--- config.mk ---
export PLATFORM = sky130hd
export DESIGN_NAME = usb_desc_reader
export DESIGN_NICKNAME = d
export VERILOG_FILES = /design/src/rtl/usb_desc_reader.sv
export SDC_FILE = /design/constraint.sdc
export NUM_CORES = 1
export LEC_CHECK = 0
export CAP_MARGIN = 20
export CORE_ASPECT_RATIO = 2
export CORE_MARGIN = 4
export CORE_UTILIZATION = 44
export DETAILED_ROUTE_END_ITERATION = 16
export HOLD_SLACK_MARGIN = 0.08
export PLACE_DENSITY = 0.76
export SLEW_MARGIN = 20
export SYNTH_ARGS = -nofsm -noshare
export SYNTH_HDL_FRONTEND = slang
export SYNTH_SLANG_ARGS = --single-unit
--- constraint.sdc ---
create_clock -name clk -period 3.8 [get_ports clk]
set_input_delay 0.38 -clock clk [delete_from_list [all_inputs] [get_ports clk]]
set_output_delay 0.38 -clock clk [all_outputs]
set_load 0.02 [all_outputs]
--- src/rtl/usb_desc_reader.sv ---
`default_nettype none
// usb_desc_reader: streams GET_DESCRIPTOR data from the descriptor ROM to the EP0 IN engine.
// Optional macro USB_DESC_RETRY_EN: NAK in WAIT_ACK rewinds and resends the current packet.
module usb_desc_reader #(
   parameter int MAXPKT   = 64,
   parameter int LANG_LEN = 4
) (
   input  logic        clk,
   input  logic        rst_n,
   input  logic        i_start,
   input  logic [7:0]  i_desc_type,
   input  logic [7:0]  i_desc_index,
   input  logic [15:0] i_wlength,
   input  logic        i_hs_mode,
   input  logic        i_abort,
   input  logic [9:0]  i_desc_dev_addr,
   input  logic [7:0]  i_desc_dev_len,
   input  logic [9:0]  i_desc_qual_addr,
   input  logic [7:0]  i_desc_qual_len,
   input  logic [9:0]  i_desc_fscfg_addr,
   input  logic [7:0]  i_desc_fscfg_len,
   input  logic [9:0]  i_desc_hscfg_addr,
   input  logic [7:0]  i_desc_hscfg_len,
   input  logic [9:0]  i_desc_strlang_addr,
   input  logic [9:0]  i_desc_strvendor_addr,
   input  logic [7:0]  i_desc_strvendor_len,
   input  logic [9:0]  i_desc_strproduct_addr,
   input  logic [7:0]  i_desc_strproduct_len,
   input  logic [9:0]  i_desc_strserial_addr,
   input  logic [7:0]  i_desc_strserial_len,
   input  logic        i_descrom_have_strings,
   output logic [9:0]  o_descrom_raddr,
   input  logic [7:0]  i_descrom_rdat,
   output logic [7:0]  o_tx_data,
   output logic        o_tx_valid,
   input  logic        i_tx_ready,
   output logic        o_tx_last,
   output logic        o_tx_zlp,
   input  logic        i_pkt_ack,
   input  logic        i_pkt_nak,
   output logic        o_stall,
   output logic        o_busy
);

   localparam int PKT_W = $clog2(MAXPKT);

   typedef enum logic [2:0] {
      S_IDLE     = 3'd0,
      S_LOOKUP   = 3'd1,
      S_SEND     = 3'd2,
      S_WAIT_ACK = 3'd3,
      S_ZLP      = 3'd4,
      S_ZLP_WAIT = 3'd5,
      S_STALL    = 3'd6
   } state_t;

   state_t           state;
   state_t           state_nxt;

   logic [7:0]       req_type;
   logic [7:0]       req_index;
   logic [15:0]      req_wlength;
   logic             req_hs;

   logic [9:0]       ptr;
   logic [15:0]      sent;
   logic [15:0]      total;
   logic [PKT_W-1:0] pkt_cnt;
   logic             patch;

`ifdef USB_DESC_RETRY_EN
   logic [9:0]       save_ptr;
   logic [15:0]      save_sent;
`else
   logic             nak_unused;
   assign nak_unused = i_pkt_nak;
`endif

   logic             lk_hit;
   logic [9:0]       lk_addr;
   logic [7:0]       lk_len;
   logic             lk_patch;
   logic             lk_ok;
   logic [15:0]      lk_len16;
   logic [15:0]      lk_total;

   logic             fire;
   logic             last_byte;
   logic             more;
   logic             zlp_needed;

   // Resolve the latched request to a ROM window.
   always_comb begin
      lk_hit   = 1'b0;
      lk_addr  = 10'd0;
      lk_len   = 8'd0;
      lk_patch = 1'b0;
      case (req_type)
         8'd1: begin
            lk_hit  = 1'b1;
            lk_addr = i_desc_dev_addr;
            lk_len  = i_desc_dev_len;
         end
         8'd6: begin
            lk_hit  = 1'b1;
            lk_addr = i_desc_qual_addr;
            lk_len  = i_desc_qual_len;
         end
         8'd2: begin
            lk_hit  = 1'b1;
            lk_addr = req_hs ? i_desc_hscfg_addr : i_desc_fscfg_addr;
            lk_len  = req_hs ? i_desc_hscfg_len  : i_desc_fscfg_len;
         end
         8'd7: begin
            // Other-speed config reuses the opposite-speed window with its type byte rewritten.
            lk_hit   = 1'b1;
            lk_patch = 1'b1;
            lk_addr  = req_hs ? i_desc_fscfg_addr : i_desc_hscfg_addr;
            lk_len   = req_hs ? i_desc_fscfg_len  : i_desc_hscfg_len;
         end
         8'd3: begin
            if (i_descrom_have_strings) begin
               case (req_index)
                  8'd0: begin
                     lk_hit  = 1'b1;
                     lk_addr = i_desc_strlang_addr;
                     lk_len  = 8'(LANG_LEN);
                  end
                  8'd1: begin
                     lk_hit  = 1'b1;
                     lk_addr = i_desc_strvendor_addr;
                     lk_len  = i_desc_strvendor_len;
                  end
                  8'd2: begin
                     lk_hit  = 1'b1;
                     lk_addr = i_desc_strproduct_addr;
                     lk_len  = i_desc_strproduct_len;
                  end
                  8'd3: begin
                     lk_hit  = 1'b1;
                     lk_addr = i_desc_strserial_addr;
                     lk_len  = i_desc_strserial_len;
                  end
                  default: ;
               endcase
            end
         end
         default: ;
      endcase
   end

   assign lk_ok      = lk_hit && (lk_len != 8'd0);
   assign lk_len16   = {8'd0, lk_len};
   assign lk_total   = (lk_len16 < req_wlength) ? lk_len16 : req_wlength;

   assign fire       = (state == S_SEND) && i_tx_ready;
   assign last_byte  = (pkt_cnt == PKT_W'(MAXPKT - 1)) || (sent == total - 16'd1);
   assign more       = (sent < total);
   assign zlp_needed = (total[PKT_W-1:0] == '0) && (total < req_wlength);

   always_ff @(posedge clk or negedge rst_n) begin
      if (!rst_n) begin
         state <= S_IDLE;
      end else begin
         state <= state_nxt;
      end
   end

   always_comb begin
      state_nxt = state;
      if (i_abort) begin
         state_nxt = S_IDLE;
      end else if (i_start) begin
         state_nxt = S_LOOKUP;
      end else begin
         case (state)
            S_LOOKUP: begin
               if (!lk_ok)                 state_nxt = S_STALL;
               else if (lk_total == 16'd0) state_nxt = S_ZLP;
               else                        state_nxt = S_SEND;
            end
            S_SEND: begin
               if (fire && last_byte) state_nxt = S_WAIT_ACK;
            end
            S_WAIT_ACK: begin
               if (i_pkt_ack) begin
                  if (more)            state_nxt = S_SEND;
                  else if (zlp_needed) state_nxt = S_ZLP;
                  else                 state_nxt = S_IDLE;
               end
`ifdef USB_DESC_RETRY_EN
               else if (i_pkt_nak) begin
                  state_nxt = S_SEND;
               end
`endif
            end
            S_ZLP: begin
               state_nxt = S_ZLP_WAIT;
            end
            S_ZLP_WAIT: begin
               if (i_pkt_ack) begin
                  state_nxt = S_IDLE;
               end
`ifdef USB_DESC_RETRY_EN
               else if (i_pkt_nak) begin
                  state_nxt = S_ZLP;
               end
`endif
            end
            default: ;
         endcase
      end
   end

   always_ff @(posedge clk or negedge rst_n) begin
      if (!rst_n) begin
         req_type    <= 8'd0;
         req_index   <= 8'd0;
         req_wlength <= 16'd0;
         req_hs      <= 1'b0;
         ptr         <= 10'd0;
         sent        <= 16'd0;
         total       <= 16'd0;
         pkt_cnt     <= '0;
         patch       <= 1'b0;
`ifdef USB_DESC_RETRY_EN
         save_ptr    <= 10'd0;
         save_sent   <= 16'd0;
`endif
      end else if (i_abort) begin
         ptr     <= 10'd0;
         sent    <= 16'd0;
         total   <= 16'd0;
         pkt_cnt <= '0;
         patch   <= 1'b0;
      end else if (i_start) begin
         req_type    <= i_desc_type;
         req_index   <= i_desc_index;
         req_wlength <= i_wlength;
         req_hs      <= i_hs_mode;
         ptr         <= 10'd0;
         sent        <= 16'd0;
         pkt_cnt     <= '0;
         patch       <= 1'b0;
      end else begin
         case (state)
            S_LOOKUP: begin
               ptr     <= lk_addr;
               total   <= lk_total;
               patch   <= lk_patch;
               sent    <= 16'd0;
               pkt_cnt <= '0;
`ifdef USB_DESC_RETRY_EN
               save_ptr  <= lk_addr;
               save_sent <= 16'd0;
`endif
            end
            S_SEND: begin
               if (fire) begin
                  ptr     <= ptr + 10'd1;
                  sent    <= sent + 16'd1;
                  pkt_cnt <= pkt_cnt + PKT_W'(1);
               end
            end
            S_WAIT_ACK: begin
               if (i_pkt_ack) begin
                  pkt_cnt <= '0;
`ifdef USB_DESC_RETRY_EN
                  save_ptr  <= ptr;
                  save_sent <= sent;
`endif
               end
`ifdef USB_DESC_RETRY_EN
               else if (i_pkt_nak) begin
                  ptr     <= save_ptr;
                  sent    <= save_sent;
                  pkt_cnt <= '0;
               end
`endif
            end
            default: ;
         endcase
      end
   end

   assign o_descrom_raddr = ptr;
   assign o_tx_valid      = (state == S_SEND);
   assign o_tx_data       = !o_tx_valid             ? 8'd0 :
                            (patch && sent == 16'd1) ? 8'h07 : i_descrom_rdat;
   assign o_tx_last       = o_tx_valid && last_byte;
   assign o_tx_zlp        = (state == S_ZLP);
   assign o_stall         = (state == S_STALL);
   assign o_busy          = (state != S_IDLE);

endmodule
`default_nettype wire
==> qor.csv <==
stage;metric;value;unit
worst_setup_path;crit_chain;or4_1, nor3_4, nand2_1, nand3_1, ha_1, a21oi_1, o21ai_1, a211oi_1, nor2_1, nor4_2, a2111oi_4, buf_4, mux2i_1, o21ai_1;
synthesis;synth_cell_types;78;
placement;dp.final_hpwl;19500;um
cells_and_area;final_common_cell;clkdlybuf4s50_1;
grt;gr-total-overflow;0;
synthesis;syn_nets;1047;
power;switching_share;31.5;%
clock_tree;clk_pin_slew;0.06;ns
sta;drv_slew;0;
power;p_seq_share;36.5;%
worst_setup_path;cpMostUsedCell;o21ai_1;
synthesis;ys_ff_latch;85;
placement;dpl-instance-area;0.00953;mm2
worst_setup_path;path_max_fanout;9;
worst_setup_path;criticalPathCategory;flop to flop;
route;drc_errors;0;
clock_tree;clk_path_buf_depth;2;
cells_and_area;mostFrequentLayoutCells;clkdlybuf4s50_1 (204), dfrtp_1 (83), nand2_1 (81), nor2_1 (55), o21ai_0 (53);
floorplan;core;0.0158;mm2
worst_setup_path;critPathCaptureType;flop;
grt;grt_first_pass_wirelength;38600;um
synthesis;seq_area_frac_synth;30.0;%
sta;layout_worst_path_cycle_share;90.4;%
synthesis;avgSynthCellArea;8.68;um2
sta;max_freq;291;MHz
worst_setup_path;r2r_setup_slack;0.36;ns
power;p_per_area;290;mW/mm2
cells_and_area;syn2layout_area_growth;39.9;%
clock_tree;h-tree-depth;3;
floorplan;die_w;97.7;um
worst_setup_path;critPathMaxStageDelay;0.58;ns
synthesis;ys.flop_type;dfrtp_1;
job;maxCapViolations;0;
power;ir_drop;0.257;mV
worst_setup_path;crit_path_start_kind;flop;
cells_and_area;multi_input_area;0.00470;mm2
cells_and_area;regArea;0.00213;mm2
power;switchingPower;0.907;mW
clock_tree;cts_tree;built;
route;vias_per_cell;6.03;
route;routedWlPerCell;19.5;um
placement;place.gp.congestion;0.930;
grt;grt_max_degree;38;
worst_setup_path;critPathArrivalTime;3.66;ns
route;ant_nets;0;
grt;gr-usage-all-layers;26.3;%
synthesis;netlist_area;0.00709;mm2
clock_tree;cts_inserted_buffers;9;
worst_setup_path;rr_worst_depth;14;
floorplan;dieArea;0.0183;mm2
sta;worstMarginPinSlew;0.870;ns
floorplan;io_pins;208;
cells_and_area;finalInstanceArea;0.00992;mm2
power;clkPwrFrac;31.7;%
placement;pre_cts_slack;0.0172;ns
cells_and_area;drive_gt1_share;10.2;%
worst_setup_path;slowest_stage;or4_1;
sta;fin_crit;3.44;ns
worst_setup_path;reg2reg_from;req_type[1];
cells_and_area;fillers;1417;
route;drt_pre_antenna_iters;5;
hold_path;hp-class;primary input to async pin;
sta;relSlewSlack;41.9;%
clock_tree;cts_root_buffer;clkbuf_16;
power;p_int;1.97;mW
sta;worst_slack;0.364;ns
power;p_comb_share;31.7;%
route;vias;7446;
floorplan;initial_core_util;44.9;%
clock_tree;insertion_delay;0.35;ns
synthesis;synth_edf_count;0;
power;p_leak;4.07;nW
sta;whs;0.497;ns
floorplan;rows;65;
status;status;finished, final reports clean;
sta;hold_viol_final;0;
worst_setup_path;worst_r2r_endpoint;total[3];
worst_setup_path;required;4.03;ns
sta;finalSetupTns;0;ns
power;power;2.88;mW
synthesis;ys_async_sr_fraction;100;%
cells_and_area;n_antenna_cell;0;
sta;rsz0062_at_grt;false;
clock_tree;clock_sinks;85;
route;drtIter0Drc;405;
placement;portBuffers;206;
grt;grt_pass1_vias;7761;
grt;grt_antenna_before_repair;0;
route;wl;24100;um
synthesis;syn_inst;817;
sta;worst_clock_skew;0.00696;ns
cells_and_area;fin_nets;1259;
floorplan;die_h;187;um
synthesis;yosys_warnings;0;
sta;finalSetupViolCount;0;
-- metrics by stage --
stage,utilization (%),instances
finish,62.8,1235
detailed placement,60.4,1217
global route,62.8,1235
floorplan,-,817
CTS,62.6,1235
global placement,60.4,1217
-- cell type report --
class / count / area share, %
timing repair buffer: 246 / 23.8
inverter: 44 / 1.67
sequential: 85 / 21.5
clock buffer: 11 / 2.45
clock inverter: 5 / 0.606
multi-input combinational: 643 / 47.4
tap: 201 / 2.54
-- state kept, by name (all words and copies together) (netlist names) --
signal,count
req_wlength,16
sent,16
total,16
o_descrom_raddr,10
req_index,8
req_type,8
pkt_cnt,6
state,3
patch,1
req_hs,1
-- worst max path at each step --
| stage | start | end | slack [ns] | cells after the start |
|---|---|---|---|---|
| 2_1_floorplan | req_hs | total[0] | 0.18 | 15 |
| 3_3_place_gp | i_descrom_have_strings | total[6] | 0.12 | 15 |
| 3_5_place_dp | i_descrom_have_strings | total[6] | 0.02 | 15 |
| 4_1_cts | total[5] | o_tx_last | 0.02 | 10 |
| 5_1_grt | req_type[3] | total[6] | 0.006 | 15 |
| 6_report | req_type[1] | total[3] | 0.36 | 14 |
-- worst max-delay path, delay by kind of cell (launching register included) --
kind | cells | cell delay, ns
mux | 1 | 0.15
simple gates | 6 | 1.56
buf+inv | 1 | 0.18
compound gates | 5 | 0.73
flops | 1 | 0.43
fa+ha+maj | 1 | 0.27
-- logic make-up after synthesis --
group                      Yosys count  synth area share (%)
and+or+nand+nor                    280                  20.7
AOI/OAI and AO/OA                  226                  21.9
buffers and inverters               90                  4.87
DFF                                 85                  30.0
muxes                               61                  10.9
adders and majority gates           46                  8.08
xor gates and xnor gates            29                  3.58
-- cell usage after synthesis (6+ instances only) --
library cell,number,area share [%]
a221oi_1,11,1.4
o22ai_1,6,0.53
a22o_1,16,2.0
ha_1,45,7.9
and2_1,14,1.2
nand3_1,18,1.3
a211oi_1,14,1.5
nand2_1,81,4.3
o21ai_1,13,0.92
clkbuf_1,37,2.0
nand4_1,19,1.7
nor2_1,56,3.0
mux2_1,12,1.9
mux4_2,10,3.2
a221o_1,6,0.85
xor2_1,16,2.0
nor4b_1,7,0.86
nand2b_1,8,0.71
xnor2_1,13,1.6
and3_1,13,1.1
dfrtp_1,85,30
mux2_2,19,3.0
a22oi_1,15,1.6
o21ai_0,53,3.7
nor2b_1,9,0.79
nor4_1,15,1.3
mux2i_1,20,2.8
nor3_1,11,0.78
a21oi_1,34,2.4
inv_1,44,2.3
-- power by group through the flow --
stage	registers (mW)	clock network, mW	logic [mW]
global route	1.06	0.953	0.989
global placement	1.06	0	0.891
CTS	1.05	0.922	0.911
detailed placement	1.07	0	0.903
finish	1.05	0.913	0.913
floorplan	1.04	0	0.489
-- layer usage --
layer,global-route usage [%],share of wire (%),wire [um]
met1,25.3,33,7870
met2,50.4,56,13400
met3,3.80,5.0,1210
met4,17.2,6.6,1580
met5,0,0,0
-- timing repair --
action                                  in CTS  in global routing
resized for setup                            7                  4
buffers inserted                             0                  0
pin swaps                                    1                  0
endpoints found under the setup margin       1                  9
hold buffers                                 1                  0
hold endpoints to repair                    27                  0
cloned                                       1                  0
No activity file was read; power rests on OpenSTA's default activity.
